===== config.mk =====
export PLATFORM = sky130hd
export DESIGN_NAME = exec_writeback_unit
export DESIGN_NICKNAME = d
export VERILOG_FILES = /design/src/rtl/exec_writeback_unit_pkg.sv /design/src/rtl/exec_writeback_unit_mul.sv /design/src/rtl/exec_writeback_unit.sv
export SDC_FILE = /design/constraint.sdc
export NUM_CORES = 1
export LEC_CHECK = 0
export BUFFER_PORTS_ARGS = -buffer_cell sky130_fd_sc_hd__buf_2
export CAP_MARGIN = 30
export CELL_PAD_IN_SITES_DETAIL_PLACEMENT = 0
export CELL_PAD_IN_SITES_GLOBAL_PLACEMENT = 1
export CORE_MARGIN = 2
export CORE_UTILIZATION = 46
export CTS_CLUSTER_DIAMETER = 80
export DETAILED_ROUTE_END_ITERATION = 16
export GPL_ROUTABILITY_DRIVEN = 0
export GPL_TIMING_DRIVEN = 1
export PLACE_DENSITY_LB_ADDON = 0.1
export SYNTH_ARGS = -nofsm -noshare
export SYNTH_HDL_FRONTEND = slang
export SYNTH_SLANG_ARGS = --single-unit

===== constraint.sdc =====
create_clock -name clk -period 3.4 [get_ports clk]
set_input_delay 0.34 -clock clk [delete_from_list [all_inputs] [get_ports clk]]
set_output_delay 0.34 -clock clk [all_outputs]
set_load 0.01 [all_outputs]

===== src/rtl/exec_writeback_unit_pkg.sv =====
// exec_writeback_unit_pkg: opcodes, FSM states and default widths shared with the register file.
package exec_writeback_unit_pkg;
  localparam int DEF_DATA_W = 8;
  localparam int DEF_ADDR_W = 4;
  localparam logic [2:0] OP_ADD = 3'd0;
  localparam logic [2:0] OP_SUB = 3'd1;
  localparam logic [2:0] OP_AND = 3'd2;
  localparam logic [2:0] OP_OR  = 3'd3;
  localparam logic [2:0] OP_XOR = 3'd4;
  localparam logic [2:0] OP_SHL = 3'd5;
  localparam logic [2:0] OP_SHR = 3'd6;
  localparam logic [2:0] OP_MUL = 3'd7;
  typedef enum logic [1:0] {S_IDLE, S_READ, S_EXEC, S_WB} state_t;
endpackage


===== src/rtl/exec_writeback_unit_mul.sv =====
// seq_multiplier: shift-add multiplier, one partial product per cycle for W cycles.
module seq_multiplier #(
  parameter int W = 8
) (
  input  logic           clk,
  input  logic           rst_n,
  input  logic           start_i,
  input  logic [W-1:0]   a_i,
  input  logic [W-1:0]   b_i,
  output logic           busy_o,
  output logic           done_o,
  output logic [2*W-1:0] prod_o
);
  localparam int CW = $clog2(W);
  logic [2*W-1:0] a_q, acc_q;
  logic [W-1:0]   b_q;
  logic [CW-1:0]  cnt_q;
  logic           busy_q;
  assign busy_o = busy_q;
  assign done_o = busy_q && (cnt_q == CW'(W-1));
  assign prod_o = acc_q;
  always_ff @(posedge clk or negedge rst_n) begin
    if (!rst_n) begin
      a_q    <= '0;
      b_q    <= '0;
      acc_q  <= '0;
      cnt_q  <= '0;
      busy_q <= 1'b0;
    end else if (start_i) begin
      a_q    <= {{W{1'b0}}, a_i};
      b_q    <= b_i;
      acc_q  <= '0;
      cnt_q  <= '0;
      busy_q <= 1'b1;
    end else if (busy_q) begin
      acc_q  <= b_q[0] ? acc_q + a_q : acc_q;
      a_q    <= a_q << 1;
      b_q    <= b_q >> 1;
      cnt_q  <= cnt_q + CW'(1);
      busy_q <= !done_o;
    end
  end
endmodule


===== src/rtl/exec_writeback_unit.sv =====
// exec_writeback_unit: read two registers, execute ALU/multiply, write the result back.
module exec_writeback_unit
  import exec_writeback_unit_pkg::*;
#(
  parameter int DATA_W = DEF_DATA_W,
  parameter int ADDR_W = DEF_ADDR_W
) (
  input  logic              clk,
  input  logic              Reset_n,
  input  logic              start,
  input  logic [2:0]        op,
  input  logic [ADDR_W-1:0] src1,
  input  logic [ADDR_W-1:0] src2,
  input  logic [ADDR_W-1:0] dst,
  output logic              busy,
  output logic              done,
  output logic              zero_flag,
  output logic              carry_flag,
  output logic [ADDR_W-1:0] Source1,
  output logic [ADDR_W-1:0] Source2,
  output logic              RegFileRead,
  input  logic [DATA_W-1:0] Dataout1,
  input  logic [DATA_W-1:0] Dataout2,
  output logic              RegFileWrite,
  output logic [ADDR_W-1:0] Destin,
  output logic [DATA_W-1:0] Datain
);
  state_t state_q, state_d;
  logic [2:0]          op_q;
  logic [ADDR_W-1:0]   src1_q, src2_q, dst_q;
  logic [DATA_W-1:0]   a_q, b_q, alu_q, alu_res, wb_res;
  logic                alu_c_q, alu_c, wb_c, zero_q, carry_q;
  logic                mul_busy, mul_done;
  logic [2*DATA_W-1:0] prod, shl_w, shr_w;
  logic [DATA_W:0]     add_w, sub_w;
  seq_multiplier #(.W(DATA_W)) u_mul (
    .clk     (clk),
    .rst_n   (Reset_n),
    .start_i (state_q == S_READ && op_q == OP_MUL),
    .a_i     (Dataout1),
    .b_i     (Dataout2),
    .busy_o  (mul_busy),
    .done_o  (mul_done),
    .prod_o  (prod)
  );
  assign add_w = {1'b0, a_q} + {1'b0, b_q};
  assign sub_w = {1'b0, a_q} - {1'b0, b_q};
  // the last bit shifted out lands just across the word boundary
  assign shl_w = {{DATA_W{1'b0}}, a_q} << b_q[2:0];
  assign shr_w = {a_q, {DATA_W{1'b0}}} >> b_q[2:0];
  always_comb begin
    alu_res = '0;
    alu_c   = 1'b0;
    case (op_q)
      OP_ADD: {alu_c, alu_res} = add_w;
      OP_SUB: {alu_c, alu_res} = sub_w;
      OP_AND: alu_res = a_q & b_q;
      OP_OR:  alu_res = a_q | b_q;
      OP_XOR: alu_res = a_q ^ b_q;
      OP_SHL: {alu_c, alu_res} = {shl_w[DATA_W], shl_w[DATA_W-1:0]};
      OP_SHR: {alu_c, alu_res} = {shr_w[DATA_W-1], shr_w[2*DATA_W-1:DATA_W]};
      default: ;
    endcase
  end
  assign wb_res = (op_q == OP_MUL) ? prod[DATA_W-1:0] : alu_q;
  assign wb_c   = (op_q == OP_MUL) ? |prod[2*DATA_W-1:DATA_W] : alu_c_q;
  always_comb begin
    state_d = state_q;
    case (state_q)
      S_IDLE: state_d = start ? S_READ : S_IDLE;
      S_READ: state_d = S_EXEC;
      S_EXEC: state_d = (op_q == OP_MUL && mul_busy && !mul_done) ? S_EXEC : S_WB;
      S_WB:   state_d = S_IDLE;
      default: state_d = S_IDLE;
    endcase
  end
  always_ff @(posedge clk or negedge Reset_n) begin
    if (!Reset_n) begin
      state_q <= S_IDLE;
      op_q    <= '0;
      src1_q  <= '0;
      src2_q  <= '0;
      dst_q   <= '0;
      a_q     <= '0;
      b_q     <= '0;
      alu_q   <= '0;
      alu_c_q <= 1'b0;
      zero_q  <= 1'b0;
      carry_q <= 1'b0;
    end else begin
      state_q <= state_d;
      if (state_q == S_IDLE && start) begin
        op_q   <= op;
        src1_q <= src1;
        src2_q <= src2;
        dst_q  <= dst;
      end
      if (state_q == S_READ) begin
        a_q <= Dataout1;
        b_q <= Dataout2;
      end
      if (state_q == S_EXEC && op_q != OP_MUL) begin
        alu_q   <= alu_res;
        alu_c_q <= alu_c;
      end
      if (state_q == S_WB) begin
        zero_q  <= (wb_res == '0);
        carry_q <= wb_c;
      end
    end
  end
  assign busy         = state_q != S_IDLE;
  assign done         = state_q == S_WB;
  assign RegFileRead  = state_q == S_READ;
  assign RegFileWrite = state_q == S_WB;
  assign Source1      = src1_q;
  assign Source2      = src2_q;
  assign Destin       = dst_q;
  assign Datain       = wb_res;
  assign zero_flag    = zero_q;
  assign carry_flag   = carry_q;
endmodule


==> impl_metrics.sql <==
INSERT INTO impl_metrics (metric_group, metric, value, unit) VALUES
('place', 'place.port_buffers', '59', ''),
('power', 'vdd.ir_drop.worst', '0.470', 'mV'),
('synthesis', 'synthesis.nets', '741', ''),
('outcome', 'failed_checks', 'negative hold slack', ''),
('floorplanning', 'fp.dieW', '119', 'µm'),
('synthesis', 'top_cells_by_area_in_the_synthesized_netlist', 'sky130_fd_sc_hd__dfrtp_1, sky130_fd_sc_hd__ha_1, sky130_fd_sc_hd__mux2i_1, sky130_fd_sc_hd__a21oi_1, sky130_fd_sc_hd__nand2_1', ''),
('grt', 'gr-usage-all-layers', '0.231', ''),
('final_layout', 'antenna_cells_inserted', '0', ''),
('final_layout', 'core_util_final', '0.537', ''),
('floorplanning', 'design.portCount', '60', ''),
('critical_path', 'r2r_cells', '9', ''),
('clock_tree', 'cts.repair.resized', '0', ''),
('sta', 'worst_hold_slack', '-0.0105', 'ns'),
('route', 'final_routed_wire_length_divided_by_cell_count', '17.9', 'µm'),
('power', 'power.static_leakage', '3.09', 'nW'),
('clock_tree', 'clk_pin_slew', '0.07', 'ns'),
('critical_path', 'critPathMaxFanout', '10', ''),
('critical_path', 'setup.reg_to_reg.worst_slack', '0.71', 'ns'),
('outcome', 'run_status', 'finished, violations left', ''),
('sta', 'finalSetupViolCount', '0', ''),
('route', 'routed-via-count', '5083', ''),
('sta', 'unrepaired_setup_endpoints_after_global_routing', 'no', ''),
('synthesis', 'synth-edff-count', '0', ''),
('floorplanning', 'row_count', '41', ''),
('grt', 'globalRoute.totalOverflow', '0', ''),
('synthesis', 'post_synth_top_area_cell', 'sky130_fd_sc_hd__dfrtp_1', ''),
('grt', 'antenna_found_initial', '1', ''),
('clock_tree', 'cts_tree', 'done', ''),
('clock_tree', 'cts-hold-fix-buffers', '0', ''),
('clock_tree', 'numClockSinks', '88', ''),
('sta', 'worst-slew-pin-transition', '0.751', 'ns'),
('floorplanning', 'die_area', '14100', 'µm²'),
('final_layout', 'drive_above_1_share', '0.180', ''),
('route', 'drt.antenna.violating_nets', '0', ''),
('sta', 'final_hold_violating_endpoints', '3', ''),
('sta', 'final_period_minus_worst_setup_slack', '2.69', 'ns'),
('final_layout', 'area_delta_synth_final', '13.0', '%'),
('critical_path', 'cp_capture_type', 'register', ''),
('critical_path', 'crit-reg2reg-capture', 'alu_q[7]$_DFFE_PN0P_', ''),
('synthesis', 'post_synth_inst_count', '657', ''),
('critical_path', 'worst_path_max_delay_cell', 'sky130_fd_sc_hd__dfrtp_1', ''),
('grt', 'first_global_vias', '4694', ''),
('synthesis', 'yosys_register_bits', '88', ''),
('synthesis', 'synth_flop_cell', 'sky130_fd_sc_hd__dfrtp_1', ''),
('place', 'dpl.hpwl', '11800', 'µm'),
('critical_path', 'path_class', 'reg2reg', ''),
('route', 'initial_drt_pass_iterations', '5', ''),
('route', 'detail_route.iter0.violations', '385', ''),
('clock_tree', 'h-tree-depth', '3', ''),
('sta', 'slew_headroom', '0.497', ''),
('clock_tree', 'insertion_delay', '0.35', 'ns'),
('clock_tree', 'clk_root_buffer_cell', 'sky130_fd_sc_hd__clkbuf_16', ''),
('critical_path', 'data_arrival_time_at_the_worst_slack_endpoint', '2.96', 'ns'),
('hold_path', 'hold_path_class', 'in2async', ''),
('synthesis', 'mappedNetlistArea', '6040', 'µm²'),
('floorplanning', 'die_y', '119', 'µm'),
('synthesis', 'synth_sequential_area_ratio', '0.364', ''),
('grt', 'grt_first_pass_wirelength', '25500', 'µm'),
('clock_tree', 'max-clock-path-buffers', '2', ''),
('final_layout', 'final_nets', '791', ''),
('grt', 'largest_net_degree_at_the_start_of_global_routing', '89', ''),
('clock_tree', 'tritoncts.num_buffers', '9', ''),
('synthesis', 'synth_warnings', '0', ''),
('floorplanning', 'placeableCoreArea', '12700', 'µm²'),
('synthesis', 'netlist-cell-type-count', '63', ''),
('sta', 'max_freq', '372', 'MHz'),
('final_layout', 'stdcell_area', '6830', 'µm²'),
('critical_path', 'timing.critical_path.from_type', 'register', ''),
('place', 'place_area', '6540', 'µm²'),
('critical_path', 'timing.critical_path.slowest_cell_delay', '0.55', 'ns'),
('place', 'place.detailed.instances', '868', '');
[layout by cell type (no fill, tap or decap), types with 4 or more instances in the layout]
master,count
sky130_fd_sc_hd__a21o_1,6
sky130_fd_sc_hd__mux2i_1,34
sky130_fd_sc_hd__nor3_1,8
sky130_fd_sc_hd__clkbuf_16,9
sky130_fd_sc_hd__inv_1,35
sky130_fd_sc_hd__dfrtp_1,88
sky130_fd_sc_hd__nand3_1,10
sky130_fd_sc_hd__a22o_1,4
sky130_fd_sc_hd__buf_4,15
sky130_fd_sc_hd__a22oi_1,4
sky130_fd_sc_hd__buf_2,58
sky130_fd_sc_hd__nor2b_1,9
sky130_fd_sc_hd__a211oi_1,4
sky130_fd_sc_hd__nor4_1,7
sky130_fd_sc_hd__nand2_1,66
sky130_fd_sc_hd__and3_1,5
sky130_fd_sc_hd__mux4_2,10
sky130_fd_sc_hd__ha_1,47
sky130_fd_sc_hd__xnor2_1,11
sky130_fd_sc_hd__o21bai_1,4
sky130_fd_sc_hd__a21oi_1,62
sky130_fd_sc_hd__nand4_1,5
sky130_fd_sc_hd__and2_1,5
sky130_fd_sc_hd__mux2_2,22
sky130_fd_sc_hd__nor2_1,64
sky130_fd_sc_hd__o21ai_0,47
sky130_fd_sc_hd__nand2b_1,9
[logic make-up (layout without fill, tap and decap cells)]
logic type               count (synthesis)  in the layout  synth area share
buffers and inverters                   72            125            0.0470
multiplexers                            66             66             0.135
AND/OR/NAND/NOR                        199            199             0.152
AO/OA/AOI/OAI                          169            169             0.176
XOR/XNOR                                13             13            0.0188
adder cells (fa/ha/maj)                 50             50             0.107
flip-flops                              88             88             0.364
[metrics by stage]
step	power, W	hold slack, ns
after detailed placement	0.00652	0.425
after global placement	0.00647	0.425
after CTS	0.00756	0.0457
after floorplan	0.00529	0.0444
final	0.00758	-0.0105
after global routing	0.00820	0.0677
[sequential cells by signal, summed over array words and instances, names as in the netlist, 2 cells and up]
register      count
u_mul.b_q         8
alu_q             8
u_mul.prod_o     16
state_q           2
Destin            4
a_q               8
Source1           4
u_mul.a_q        16
u_mul.cnt_q       3
op_q              3
Source2           4
b_q               8
[where the power goes]
part           switching (W)  total (W)  internal, W  leakage, nW
combinational        0.00257    0.00453      0.00196         1.87
clock               0.000410    0.00101     0.000600        0.143
sequential          0.000490    0.00204      0.00155         1.08
total                0.00347    0.00758      0.00411         3.09
[cell type report]
cell class / instances / area (µm²) / area share
clock buffers: 11 / 253 / 0.0370
clock inverters: 3 / 42.5 / 0.00623
inverters: 37 / 139 / 0.0203
multi-input cells: 497 / 3560 / 0.521
flip-flops and latches: 88 / 2200 / 0.322
well taps: 172 / 215 / 0.0315
repair buffers: 74 / 423 / 0.0619
[routing by layer]
metal,part of all wire,GRT usage
met4,0.026,0.0804
met3,0.082,0.0516
met2,0.43,0.333
met5,0.00082,0
met1,0.46,0.339
[worst max path at each step]
| stage | startpoint | end | slack, ns |
|---|---|---|---|
| floorplan | a_q[1]$_DFFE_PN0P_ | alu_q[7]$_DFFE_PN0P_ | 0.99 |
| global placement | a_q[1]$_DFFE_PN0P_ | alu_q[7]$_DFFE_PN0P_ | 0.81 |
| detailed placement | a_q[1]$_DFFE_PN0P_ | alu_q[7]$_DFFE_PN0P_ | 0.77 |
| CTS | a_q[1]$_DFFE_PN0P_ | alu_q[7]$_DFFE_PN0P_ | 0.73 |
| global route | a_q[1]$_DFFE_PN0P_ | alu_q[7]$_DFFE_PN0P_ | 0.52 |
| finish | a_q[1]$_DFFE_PN0P_ | alu_q[7]$_DFFE_PN0P_ | 0.71 |
[worst max-delay path: cells and delay by family, from the launching register on]
kind / cells / cell delay, ns
AOI/OAI and AO/OA: 4 / 0.81
and+or+nand+nor: 3 / 0.74
buffers and inverters: 1 / 0.17
adders and majority gates: 1 / 0.35
DFF: 1 / 0.55
[cell usage after synthesis, types with 10 or more instances]
| master | n |
|---|---|
| sky130_fd_sc_hd__mux2i_1 | 34 |
| sky130_fd_sc_hd__xnor2_1 | 11 |
| sky130_fd_sc_hd__nand2_1 | 66 |
| sky130_fd_sc_hd__o21ai_0 | 47 |
| sky130_fd_sc_hd__inv_1 | 35 |
| sky130_fd_sc_hd__mux4_2 | 10 |
| sky130_fd_sc_hd__dfrtp_1 | 88 |
| sky130_fd_sc_hd__mux2_2 | 22 |
| sky130_fd_sc_hd__nand3_1 | 10 |
| sky130_fd_sc_hd__a21oi_1 | 62 |
| sky130_fd_sc_hd__nor2_1 | 64 |
| sky130_fd_sc_hd__clkbuf_1 | 22 |
| sky130_fd_sc_hd__ha_1 | 47 |
Power figures use the tool's default switching activity.
